<file path="config.mk">
export PLATFORM = sky130hd
export DESIGN_NAME = spi_target
export DESIGN_NICKNAME = d
export VERILOG_FILES = /design/src/rtl/spi_target.sv
export SDC_FILE = /design/constraint.sdc
export NUM_CORES = 1
export LEC_CHECK = 0
export ABC_AREA = 1
export CAP_MARGIN = 10
export CORE_UTILIZATION = 48
export DETAILED_ROUTE_END_ITERATION = 16
export GPL_ROUTABILITY_DRIVEN = 1
export PLACE_DENSITY_LB_ADDON = 0.15
export SETUP_SLACK_MARGIN = 0.15
export SLEW_MARGIN = 20
export SYNTH_ARGS = -nofsm -noshare
export SYNTH_HDL_FRONTEND = slang
export SYNTH_SLANG_ARGS = --single-unit
</file>
<file path="constraint.sdc">
create_clock -name clk -period 2.5 [get_ports clk]
set_input_delay 0.5 -clock clk [delete_from_list [all_inputs] [get_ports clk]]
set_output_delay 0.5 -clock clk [all_outputs]
set_load 0.01 [all_outputs]
</file>
<file path="src/rtl/spi_target.sv">
// SPI mode-0 target port: oversamples SCK/CS/MOSI in clk and exchanges bytes
// with the core through a valid/rd receive and wr/busy transmit handshake.
module spi_target #(
  parameter int         SYNC_STAGES = 2,
  parameter logic [7:0] IDLE_BYTE   = 8'hFF
) (
  input  logic       clk,
  input  logic       resetq,
  input  logic       sck,
  input  logic       cs_n,
  input  logic       mosi,
  output logic       miso,
  output logic       miso_oe,
  input  logic       wr,
  input  logic [7:0] tx_data,
  output logic       busy,
  input  logic       rd,
  output logic [7:0] rx_data,
  output logic       valid,
  output logic       overrun,
  output logic       active
);

  typedef enum logic {IDLE, SHIFT} state_t;

  state_t                 state, state_next;
  logic [SYNC_STAGES-1:0] sck_sync, cs_sync, mosi_sync;
  logic                   sck_d, cs_d;
  logic                   sck_s, cs_s, mosi_s;
  logic                   sck_rise, sck_fall, cs_rise, cs_fall;
  logic [2:0]             bit_cnt;
  logic [7:0]             rx_sh, tx_sh, hold;
  logic [7:0]             rx_next, load_byte;
  logic                   load_tx, shift_tx, capture, byte_done, clear_cnt;

  // Synchroniser chains idle at the deselected bus state so reset never looks like a CS edge
  always_ff @(posedge clk or negedge resetq) begin
    if (!resetq) begin
      sck_sync  <= '0;
      cs_sync   <= '1;
      mosi_sync <= '0;
      sck_d     <= 1'b0;
      cs_d      <= 1'b1;
    end else begin
      sck_sync  <= {sck_sync[SYNC_STAGES-2:0], sck};
      cs_sync   <= {cs_sync[SYNC_STAGES-2:0], cs_n};
      mosi_sync <= {mosi_sync[SYNC_STAGES-2:0], mosi};
      sck_d     <= sck_sync[SYNC_STAGES-1];
      cs_d      <= cs_sync[SYNC_STAGES-1];
    end
  end

  assign sck_s    = sck_sync[SYNC_STAGES-1];
  assign cs_s     = cs_sync[SYNC_STAGES-1];
  assign mosi_s   = mosi_sync[SYNC_STAGES-1];
  assign sck_rise = sck_s & ~sck_d;
  assign sck_fall = ~sck_s & sck_d;
  assign cs_rise  = cs_s & ~cs_d;
  assign cs_fall  = ~cs_s & cs_d;

  always_ff @(posedge clk or negedge resetq) begin
    if (!resetq) state <= IDLE;
    else         state <= state_next;
  end

  // Deselect wins over any sck edge landing in the same cycle
  always_comb begin
    state_next = state;
    load_tx    = 1'b0;
    shift_tx   = 1'b0;
    capture    = 1'b0;
    case (state)
      IDLE: begin
        if (cs_fall) begin
          state_next = SHIFT;
          load_tx    = 1'b1;
        end
      end
      SHIFT: begin
        if (cs_rise) begin
          state_next = IDLE;
        end else begin
          capture = sck_rise;
          if (sck_fall) begin
            if (bit_cnt == 3'd0) load_tx = 1'b1;
            else                 shift_tx = 1'b1;
          end
        end
      end
      default: state_next = IDLE;
    endcase
  end

  assign clear_cnt = (state != state_next);
  assign rx_next   = {rx_sh[6:0], mosi_s};
  assign byte_done = capture && (bit_cnt == 3'd7);
  assign load_byte = busy ? hold : IDLE_BYTE;
  assign miso_oe   = (state == SHIFT);
  assign active    = (state == SHIFT);

  always_ff @(posedge clk or negedge resetq) begin
    if (!resetq) begin
      bit_cnt <= 3'd0;
      rx_sh   <= 8'h00;
      rx_data <= 8'h00;
      valid   <= 1'b0;
      overrun <= 1'b0;
    end else begin
      if (clear_cnt) begin
        bit_cnt <= 3'd0;
        rx_sh   <= 8'h00;
      end else if (capture) begin
        bit_cnt <= bit_cnt + 3'd1;
        rx_sh   <= rx_next;
      end
      if (byte_done) begin
        rx_data <= rx_next;
        valid   <= 1'b1;
        if (valid && !rd) overrun <= 1'b1;
        else if (rd)      overrun <= 1'b0;
      end else if (rd) begin
        valid   <= 1'b0;
        overrun <= 1'b0;
      end
    end
  end

  // A wr coinciding with a load: the old hold byte goes to the shifter, the new one stays pending
  always_ff @(posedge clk or negedge resetq) begin
    if (!resetq) begin
      tx_sh <= 8'h00;
      hold  <= 8'h00;
      busy  <= 1'b0;
      miso  <= 1'b0;
    end else begin
      if (load_tx) begin
        tx_sh <= load_byte;
        miso  <= load_byte[7];
      end else if (shift_tx) begin
        tx_sh <= {tx_sh[6:0], 1'b0};
        miso  <= tx_sh[6];
      end
      if (wr) begin
        hold <= tx_data;
        busy <= 1'b1;
      end else if (load_tx) begin
        busy <= 1'b0;
      end
    end
  end

endmodule

</file>
==> impl_metrics.xml <==
<?xml version="1.0" encoding="UTF-8"?>
<metrics>
  <group name="place">
    <metric name="place_worst_setup_slack" unit="ns">0.753</metric>
    <metric name="dp_hpwl" unit="µm">2290</metric>
    <metric name="place.gp.congestion" unit="">0.743</metric>
    <metric name="numPortBuffers" unit="">28</metric>
  </group>
  <group name="sta">
    <metric name="post-route-period-util" unit="%">75.6</metric>
    <metric name="unrepaired_setup_endpoints_after_global_routing" unit="">no</metric>
    <metric name="setup_total_negative_slack" unit="ns">0</metric>
    <metric name="finalHoldViolCount" unit="">0</metric>
    <metric name="tightestPinTransition" unit="ns">0.912</metric>
    <metric name="worst_slew_margin_relative_to_its_limit" unit="%">39.2</metric>
    <metric name="fin_worst_skew" unit="ns">0.00760</metric>
    <metric name="final_critical_path_required_period" unit="ns">1.89</metric>
    <metric name="clock.fmax" unit="MHz">529</metric>
    <metric name="timing.final.setup_violations" unit="">0</metric>
    <metric name="final_hold_slack" unit="ns">0.328</metric>
    <metric name="final_max_slew_viol_count" unit="">0</metric>
    <metric name="postLayoutSetupSlackWorst" unit="ns">0.611</metric>
  </group>
  <group name="grt">
    <metric name="initial_antenna_violation_count" unit="">0</metric>
    <metric name="grt_pass1_vias" unit="">1346</metric>
    <metric name="globalRoute.totalOverflow" unit="">0</metric>
    <metric name="grt_first_pass_wirelength" unit="µm">5910</metric>
    <metric name="track_usage" unit="%">19.2</metric>
    <metric name="grt_max_degree" unit="">45</metric>
  </group>
  <group name="layout">
    <metric name="layout-area-overhead-vs-synth" unit="%">23.5</metric>
    <metric name="finish.net_count" unit="">246</metric>
    <metric name="final_common_cell" unit="">sky130_fd_sc_hd__nand2_1</metric>
    <metric name="ratio_of_cells_with_drive_above_1_in_the_final_layout" unit="%">10.5</metric>
    <metric name="antenna-diode-count" unit="">0</metric>
    <metric name="final_cell_mix" unit="">sky130_fd_sc_hd__nand2_1 (75), sky130_fd_sc_hd__dfrtp_1 (43), sky130_fd_sc_hd__clkdlybuf4s50_1 (27)</metric>
    <metric name="fillers" unit="">320</metric>
  </group>
  <group name="clock_network">
    <metric name="clock_insertion_delay_worst_skew" unit="ns">0.30</metric>
    <metric name="cts_tree" unit="">yes</metric>
    <metric name="holdBufCountCts" unit="">0</metric>
    <metric name="path_clk_slew" unit="ns">0.08</metric>
    <metric name="htree_num_levels" unit="">2</metric>
    <metric name="tritoncts.num_buffers" unit="">5</metric>
    <metric name="clock_tree.root_cell" unit="">sky130_fd_sc_hd__clkbuf_8</metric>
    <metric name="post-cts-setup-buffer-count" unit="">0</metric>
    <metric name="cts_resized" unit="">0</metric>
    <metric name="cts.sinks" unit="">46</metric>
    <metric name="ctsLongestPathBuffers" unit="">2</metric>
  </group>
  <group name="routing">
    <metric name="drt-vias-per-instance" unit="">4.87</metric>
    <metric name="via_count" unit="">1348</metric>
    <metric name="route.final.wire_length" unit="µm">3270</metric>
    <metric name="drtAntennaViolNets" unit="">0</metric>
    <metric name="firstDrtPassIters" unit="">4</metric>
    <metric name="drcViolationCount" unit="">0</metric>
    <metric name="drt-initial-drc-count" unit="">47</metric>
    <metric name="wire_per_inst" unit="µm">11.8</metric>
  </group>
  <group name="die">
    <metric name="dieHeight" unit="µm">64.2</metric>
    <metric name="coreArea" unit="µm²">3690</metric>
    <metric name="floorplan.rows" unit="">22</metric>
    <metric name="boundaryPins" unit="">29</metric>
    <metric name="chipWidth" unit="µm">64.2</metric>
    <metric name="initial_core_util" unit="%">50.4</metric>
    <metric name="die_area" unit="µm²">4130</metric>
  </group>
  <group name="synth">
    <metric name="ys_ff_latch" unit="">46</metric>
    <metric name="synth_area" unit="µm²">1860</metric>
    <metric name="synth_cell_type_count" unit="">25</metric>
    <metric name="synth.yosys.warnings" unit="">0</metric>
    <metric name="synth-seq-area-share" unit="%">62.1</metric>
    <metric name="synth_area_per_cell" unit="µm²">9.53</metric>
    <metric name="synth.net_count" unit="">213</metric>
    <metric name="post_synth_inst_count" unit="">195</metric>
  </group>
  <group name="critical_path">
    <metric name="startpoint_type" unit="">flip-flop</metric>
    <metric name="required" unit="ns">2.00</metric>
    <metric name="ff2ff_setup_slack" unit="ns">1.10</metric>
    <metric name="path_delay_family" unit="">buffers and inverters</metric>
    <metric name="reg2reg_to" unit="">rx_data[6]</metric>
    <metric name="critical_path.n_buffers_inverters" unit="">1</metric>
    <metric name="setup_crit_start" unit="">busy</metric>
    <metric name="cp-end-kind" unit="">primary output</metric>
    <metric name="worst-path-max-fanout" unit="">9</metric>
    <metric name="worst_r2r_path_depth" unit="">7</metric>
    <metric name="crit_arrival" unit="ns">1.39</metric>
    <metric name="r2r-start" unit="">cs_d</metric>
    <metric name="max_stage_delay" unit="ns">0.59</metric>
    <metric name="critical_path.cell_chain" unit="">clkdlybuf4s50_1</metric>
    <metric name="critical-path-slowest-cell" unit="">sky130_fd_sc_hd__clkdlybuf4s50_1</metric>
    <metric name="worstSetupPathType" unit="">flip-flop to primary output</metric>
  </group>
  <group name="power_and_ir_drop">
    <metric name="ir_drop_worst_case_vdd" unit="mV">0.606</metric>
    <metric name="power_density_over_cell_area" unit="nW/µm²">710</metric>
    <metric name="power.static_leakage" unit="nW">1.17</metric>
  </group>
  <group name="flow_run">
    <metric name="cap_violations" unit="">0</metric>
  </group>
  <group name="run_status">
    <metric name="result_of_the_run" unit="">completed</metric>
  </group>
  <group name="worst_hold_path">
    <metric name="min-delay-path-class" unit="">input port to async pin</metric>
  </group>
</metrics>
==> cell families after synthesis <==
group,count (synthesis),share of synthesized area (%)
and+or+nand+nor,92,22.1
DFF,46,62.1
buffers and inverters,31,6.60
AOI/OAI and AO/OA,22,6.59
adders and majority gates,3,2.02
muxes,1,0.606
==> registers in the layout (all words and copies together), names as in the netlist <==
| name | count |
|---|---|
| hold | 8 |
| rx_data | 8 |
| rx_sh | 7 |
| tx_sh | 7 |
| bit_cnt | 3 |
| cs_sync | 2 |
| mosi_sync | 2 |
| sck_sync | 2 |
| active | 1 |
| busy | 1 |
| cs_d | 1 |
| miso | 1 |
| overrun | 1 |
| sck_d | 1 |
| valid | 1 |
==> power breakdown <==
part,total (W),switching [W],internal [W]
clock network,0.000535,0.000240,0.000294
logic,0.000224,0.000127,0.0000969
registers,0.000872,0.0000484,0.000823
==> cells in the mapped netlist <==
cell	number	area, µm²
sky130_fd_sc_hd__a21oi_1	1	5.00
sky130_fd_sc_hd__a21oi_2	1	8.76
sky130_fd_sc_hd__buf_1	1	3.75
sky130_fd_sc_hd__buf_4	1	7.51
sky130_fd_sc_hd__clkbuf_1	1	3.75
sky130_fd_sc_hd__dfrtp_1	43	1080
sky130_fd_sc_hd__dfstp_2	3	78.8
sky130_fd_sc_hd__ha_1	3	37.5
sky130_fd_sc_hd__inv_1	25	93.8
sky130_fd_sc_hd__inv_2	2	7.51
sky130_fd_sc_hd__inv_4	1	6.26
sky130_fd_sc_hd__mux2_2	1	11.3
sky130_fd_sc_hd__nand2_1	75	282
sky130_fd_sc_hd__nand2_2	2	12.5
sky130_fd_sc_hd__nand2_4	1	11.3
sky130_fd_sc_hd__nand3_1	9	45.0
sky130_fd_sc_hd__nand4_4	1	21.3
sky130_fd_sc_hd__nor2_1	1	3.75
sky130_fd_sc_hd__nor2_8	1	20.0
sky130_fd_sc_hd__nor3_1	1	5.00
sky130_fd_sc_hd__nor3_2	1	10.0
sky130_fd_sc_hd__o21ai_0	13	65.1
sky130_fd_sc_hd__o21ai_1	1	5.00
sky130_fd_sc_hd__o21bai_1	1	7.51
sky130_fd_sc_hd__o22ai_1	5	31.3
==> cell type report <==
cell class / count / area [µm²] / area share (%)
Clock inverter: 3 / 40.0 / 1.74
Timing Repair Buffer: 29 / 283 / 12.3
Sequential cell: 46 / 1150 / 50.3
Tap cell: 48 / 60.1 / 2.62
Inverter: 28 / 108 / 4.69
Multi-Input combinational cell: 118 / 582 / 25.3
Clock buffer: 5 / 68.8 / 3.00
==> how the worst max path moves through the flow <==
stage / cells past startpoint / endpoint / slack, ns
2_1_floorplan: 7 / rx_data[0] / 1.26
3_3_place_gp: 2 / hold[0] / 0.78
3_5_place_dp: 2 / hold[0] / 0.75
4_1_cts: 1 / busy / 0.60
5_1_grt: 1 / busy / 0.55
6_report: 1 / busy / 0.61
==> layer usage <==
layer  up-vias  GRT usage [%]  wire length [µm]
met5         -              0                 0
met4         0           8.33                57
met3         8           4.82               144
met2        40           32.3              1590
met1       629           23.2              1480
li1        671              -                 -
==> metrics by stage <==
step | util (%) | area, µm² | cells | total power (W)
after floorplan | - | 1860 | 195 | 0.00101
after global placement | 59.3 | 2190 | 269 | 0.00109
after detailed placement | 59.3 | 2190 | 269 | 0.00111
after CTS | 62.2 | 2300 | 277 | 0.00164
after global routing | 62.2 | 2300 | 277 | 0.00173
final | 62.2 | 2300 | 277 | 0.00163
Power figures use the tool's default switching activity.
